===== src/rtl/video_timing_gen.sv =====
// rtl/video_timing_gen.sv - raster timing generator with signed coordinates; optional frame_count via VIDEO_TIMING_FRAME_COUNT_EN
module video_timing_gen #(
   parameter int COORDSPC = 16,
   parameter int H_RES    = 1280,
   parameter int H_FP     = 110,
   parameter int H_SYNC   = 40,
   parameter int H_BP     = 220,
   parameter int V_RES    = 720,
   parameter int V_FP     = 5,
   parameter int V_SYNC   = 5,
   parameter int V_BP     = 20,
   parameter int H_POL    = 1,
   parameter int V_POL    = 1
) (
   input  logic                       video_clk_pix,
   input  logic                       video_rst,
   output logic                       hsync,
   output logic                       vsync,
   output logic                       video_enable,
   output logic                       frame_start,
   output logic                       line_start,
   output logic signed [COORDSPC-1:0] sx,
   output logic signed [COORDSPC-1:0] sy
`ifdef VIDEO_TIMING_FRAME_COUNT_EN
   ,
   output logic [15:0]                frame_count
`endif
);

   // Blanking sits at negative coordinates; the visible area starts at 0.
   localparam int H_STA = -(H_FP + H_SYNC + H_BP);
   localparam int V_STA = -(V_FP + V_SYNC + V_BP);

   localparam longint C_MAX = (longint'(1) << (COORDSPC - 1)) - 1;
   localparam longint C_MIN = -(longint'(1) << (COORDSPC - 1));

   localparam logic signed [COORDSPC-1:0] ZERO   = '0;
   localparam logic signed [COORDSPC-1:0] ONE    = COORDSPC'(1);
   localparam logic signed [COORDSPC-1:0] H_STA_C = COORDSPC'(H_STA);
   localparam logic signed [COORDSPC-1:0] V_STA_C = COORDSPC'(V_STA);
   localparam logic signed [COORDSPC-1:0] H_END  = COORDSPC'(H_RES - 1);
   localparam logic signed [COORDSPC-1:0] V_END  = COORDSPC'(V_RES - 1);
   localparam logic signed [COORDSPC-1:0] HS_BEG = COORDSPC'(H_STA + H_FP);
   localparam logic signed [COORDSPC-1:0] HS_END = COORDSPC'(H_STA + H_FP + H_SYNC - 1);
   localparam logic signed [COORDSPC-1:0] VS_BEG = COORDSPC'(V_STA + V_FP);
   localparam logic signed [COORDSPC-1:0] VS_END = COORDSPC'(V_STA + V_FP + V_SYNC - 1);

   localparam logic H_ACT = (H_POL != 0);
   localparam logic V_ACT = (V_POL != 0);

   if (longint'(H_RES - 1) > C_MAX || longint'(H_STA) < C_MIN) begin : g_h_range_err
      $error("video_timing_gen: horizontal range does not fit in COORDSPC");
   end
   if (longint'(V_RES - 1) > C_MAX || longint'(V_STA) < C_MIN) begin : g_v_range_err
      $error("video_timing_gen: vertical range does not fit in COORDSPC");
   end
   if (H_FP < 1 || H_SYNC < 1 || H_BP < 1 || V_FP < 1 || V_SYNC < 1 || V_BP < 1) begin : g_porch_err
      $error("video_timing_gen: porch and sync widths must be at least 1");
   end

   logic signed [COORDSPC-1:0] nx;
   logic signed [COORDSPC-1:0] ny;

   // Next raster position: advance along the line, wrap to the next line / next frame.
   always_comb begin
      nx = sx + ONE;
      ny = sy;
      if (sx == H_END) begin
         nx = H_STA_C;
         ny = (sy == V_END) ? V_STA_C : sy + ONE;
      end
   end

   // Register counters and derive every output from the next position so all agree per cycle.
   always_ff @(posedge video_clk_pix or posedge video_rst) begin
      if (video_rst) begin
         sx           <= H_STA_C;
         sy           <= V_STA_C;
         hsync        <= ~H_ACT;
         vsync        <= ~V_ACT;
         video_enable <= 1'b0;
         frame_start  <= 1'b0;
         line_start   <= 1'b0;
      end else begin
         sx           <= nx;
         sy           <= ny;
         hsync        <= (nx >= HS_BEG && nx <= HS_END) ? H_ACT : ~H_ACT;
         vsync        <= (ny >= VS_BEG && ny <= VS_END) ? V_ACT : ~V_ACT;
         video_enable <= (nx >= ZERO) && (ny >= ZERO);
         frame_start  <= (nx == H_STA_C) && (ny == V_STA_C);
         line_start   <= (nx == H_STA_C);
      end
   end

`ifdef VIDEO_TIMING_FRAME_COUNT_EN
   // Frame counter steps on the edge that raises frame_start and holds for the whole frame.
   always_ff @(posedge video_clk_pix or posedge video_rst) begin
      if (video_rst) begin
         frame_count <= 16'd0;
      end else if (nx == H_STA_C && ny == V_STA_C) begin
         frame_count <= frame_count + 16'd1;
      end
   end
`endif

endmodule


===== config.mk =====
export PLATFORM = sky130hd
export DESIGN_NAME = video_timing_gen
export DESIGN_NICKNAME = d
export VERILOG_FILES = /design/src/rtl/video_timing_gen.sv
export SDC_FILE = /design/constraint.sdc
export NUM_CORES = 1
export LEC_CHECK = 0
export ABC_AREA = 1
export BUFFER_PORTS_ARGS = -buffer_cell sky130_fd_sc_hd__buf_2
export CAP_MARGIN = 25
export CELL_PAD_IN_SITES_DETAIL_PLACEMENT = 2
export CELL_PAD_IN_SITES_GLOBAL_PLACEMENT = 2
export CORE_MARGIN = 4
export CORE_UTILIZATION = 32
export CTS_BUF_LIST = sky130_fd_sc_hd__clkbuf_8
export CTS_CLUSTER_SIZE = 20
export DETAILED_ROUTE_END_ITERATION = 12
export PLACE_DENSITY_LB_ADDON = 0.3
export SLEW_MARGIN = 20
export SYNTH_ARGS = -nofsm -noshare
export SYNTH_HDL_FRONTEND = slang
export SYNTH_SLANG_ARGS = --single-unit

===== constraint.sdc =====
create_clock -name video_clk_pix -period 2.5 [get_ports video_clk_pix]
set_input_delay 0.375 -clock video_clk_pix [delete_from_list [all_inputs] [get_ports video_clk_pix]]
set_output_delay 0.375 -clock video_clk_pix [all_outputs]
set_load 0.02 [all_outputs]

==> results.md <==
* Least-Margin Pin Slew at 0.496 ns
* #FFs+latches synth at 37
* YS warnings at 0
* Final TNS setup at 0 ns
* Post-synthesis sequential area ratio at 0.401
* Hold Vio Cnt, Final at 0
* Final core occ at 0.398
* Post-Layout Cell Count at 491
* Nets@finish at 395
* Crit Path Category: reg2reg
* First-pass GRT wire length at 13200 um
* Filler cell count at 917
* CTS Sinks at 37
* Placement Setup Slack at 0.141 ns
* Post-Syn Area at 2380 sq um
* Port Buffers at 38
* Drt pass-1 iters at 4
* R2R Path End: frame_start$_DFF_PP0_
* Total Die Area at 8890 sq um
* Fmax at 426 MHz
* DR DRC count at 0
* # setup viols final at 0
* Max_cap viols at 0
* Via density at 4.92
* Final instance area at 2890 sq um
* CTS tree: yes
* Lkg Pwr at 1.39 nW
* Fin crit period at 2.35 ns
* GRT overflow at 0
* Critical path arrival at 2.58 ns
* FF-to-FF setup slack at 0.15 ns
* Final Cycle Share at 0.940
* Htree depth at 2
* Routability cong. at 0.814
* Mapped Cells at 340
* Commonest non-fill, non-tap cell in the layout: nand2_1
* Top_reg_cell synth: dfstp_2
* Worst path required time at 2.73 ns
* Area post-placement at 2730 sq um
* Initial Utilization at 0.328
* ANT cells at 0
* Maximum fanout along the worst path at 4
* Core area at 7250 sq um
* Iter 0 DRT Violations at 64
* Dpl cells at 481
* Worst-path clk slew at 0.08 ns
* Slew Viols, Final at 0
* DP Wirelength at 6310 um
* Synth cell types at 32
* Pwr dens at 407 nW/um^2
* Status: complete, no violations
* Area growth from synthesis to final layout at 21.3%
* Hold crit path type: in2async
* Multi-input logic area at 1210 sq um
* Vias in the first global route at 2508
* Element type at the critical path end: flop
* Register area at 955 sq um
* Synth async-reset ratio at 1.00
* Mapped Nets at 344
* Startpoint Class: flop
* PnR worst setup slack at 0.150 ns
* Cell depth of the worst flop-to-flop path at 10
* Syn Area/Cell at 7.01 sq um
* Per-cell routed wire length at 16.7 um
* Ports at 39
* Clock latency on the worst-skew pair at 0.30 ns
* CTS buffer count at 5
* Layout cell share with drive strength beyond 1 at 0.278
* Clock Path Buffers at 2
* Power, Total at 1.18 mW
* Initial antenna violation count at 0
* CTS root buffer: clkbuf_8
* Routed WL at 8210 um
* Number of synthesized flops with an enable pin at 0
* Worst rel slew slack at 0.669
* Die Width at 94.3 um
* Final Skew at 0.00364 ns
* Via count at 2416
* Peak supply drop at 0.000177 V
* Largest net degree at the start of global routing at 38
* Commonest non-fill, non-tap cells in the layout: 95 x nand2_1, 51 x nor2_1, 49 x inv_1
* Routed Antenna Nets at 0
* R2R Path Start: sy[1]$_DFF_PP1_
* # rows at 31
* Fin Hold WS at 0.174 ns
* Die Y at 94.3 um
* Total GRT Usage at 0.192
==> per-layer routing <==
metal | up-vias | track usage | wire (um)
li1 | 1172 | - | -
met1 | 1201 | 0.260 | 3800
met2 | 38 | 0.319 | 4070
met3 | 5 | 0.0369 | 278
met4 | 0 | 0.0361 | 64
met5 | - | 0 | 0
==> cell usage after synthesis (all sizes together) (2+ instances only) <==
cell type / instances / area (sq um)
a21oi: 3 / 15.0
buf: 4 / 38.8
clkinv: 2 / 8.75
dfrtp: 14 / 350
dfstp: 23 / 604
ha: 2 / 25.0
inv: 49 / 184
nand2: 98 / 375
nand3: 36 / 203
nand3b: 5 / 37.5
nand4: 14 / 93.8
nor2: 65 / 282
nor3: 7 / 45.0
o21ai: 8 / 43.8
or2: 4 / 25.0
xor2: 4 / 35.0
==> final cells by class <==
cell class,count,share of cell area
clock buffers,6,0.0286
clock inverters,2,0.0117
inverters,51,0.0667
multi-input cells,248,0.417
well taps,99,0.0429
flip-flops and latches,37,0.330
repair buffers,48,0.102
==> worst max-delay path, cell delays in order (launching register included) <==
cell,delay (ns)
dfstp_2,0.56
nand3_1,0.19
inv_1,0.19
nand2_1,0.13
nor2_1,0.25
nand4_1,0.17
nand3_1,0.25
nand3_1,0.15
nor2_2,0.19
nand2_1,0.11
nor2_1,0.10
==> power by group <==
part | internal (mW) | leakage [nW] | switching [mW] | total (mW)
Clock | 0.322 | 0.0626 | 0.240 | 0.561
Combinational | 0.00170 | 0.912 | 0.0121 | 0.0138
Sequential | 0.600 | 0.413 | 0 | 0.600
==> registers in the layout (all words and copies together) (netlist names) <==
name and cells:
line_start 1, hsync 1, vsync 1, sx 16, video_enable 1, sy 16, frame_start 1
==> timing repair <==
item,4_1_cts,5_1_grt
resized for setup,0,4
setup buffers,0,1
endpoints found under the setup margin,0,2
hold buffers,0,0
==> worst max-delay path by stage <==
stage / start / depth (start not counted) / endpoint / slack, ns
after global routing: sy[1]$_DFF_PP1_ / 16 / frame_start$_DFF_PP0_ / -0.05
after global placement: sx[1]$_DFF_PP1_ / 12 / frame_start$_DFF_PP0_ / 0.23
after detailed placement: sx[1]$_DFF_PP1_ / 14 / frame_start$_DFF_PP0_ / 0.14
after floorplan: sx[1]$_DFF_PP1_ / 13 / frame_start$_DFF_PP0_ / 0.48
final: sy[1]$_DFF_PP1_ / 10 / frame_start$_DFF_PP0_ / 0.15
after CTS: sx[1]$_DFF_PP1_ / 14 / frame_start$_DFF_PP0_ / 0.11
==> cells by family after synthesis <==
group                    synth area share
AND/OR/NAND/NOR                     0.445
buffers and inverters              0.0972
flip-flops                          0.401
AO/OA/AOI/OAI                      0.0278
XOR/XNOR                           0.0184
adder cells (fa/ha/maj)            0.0105
Power figures use the tool's default switching activity.
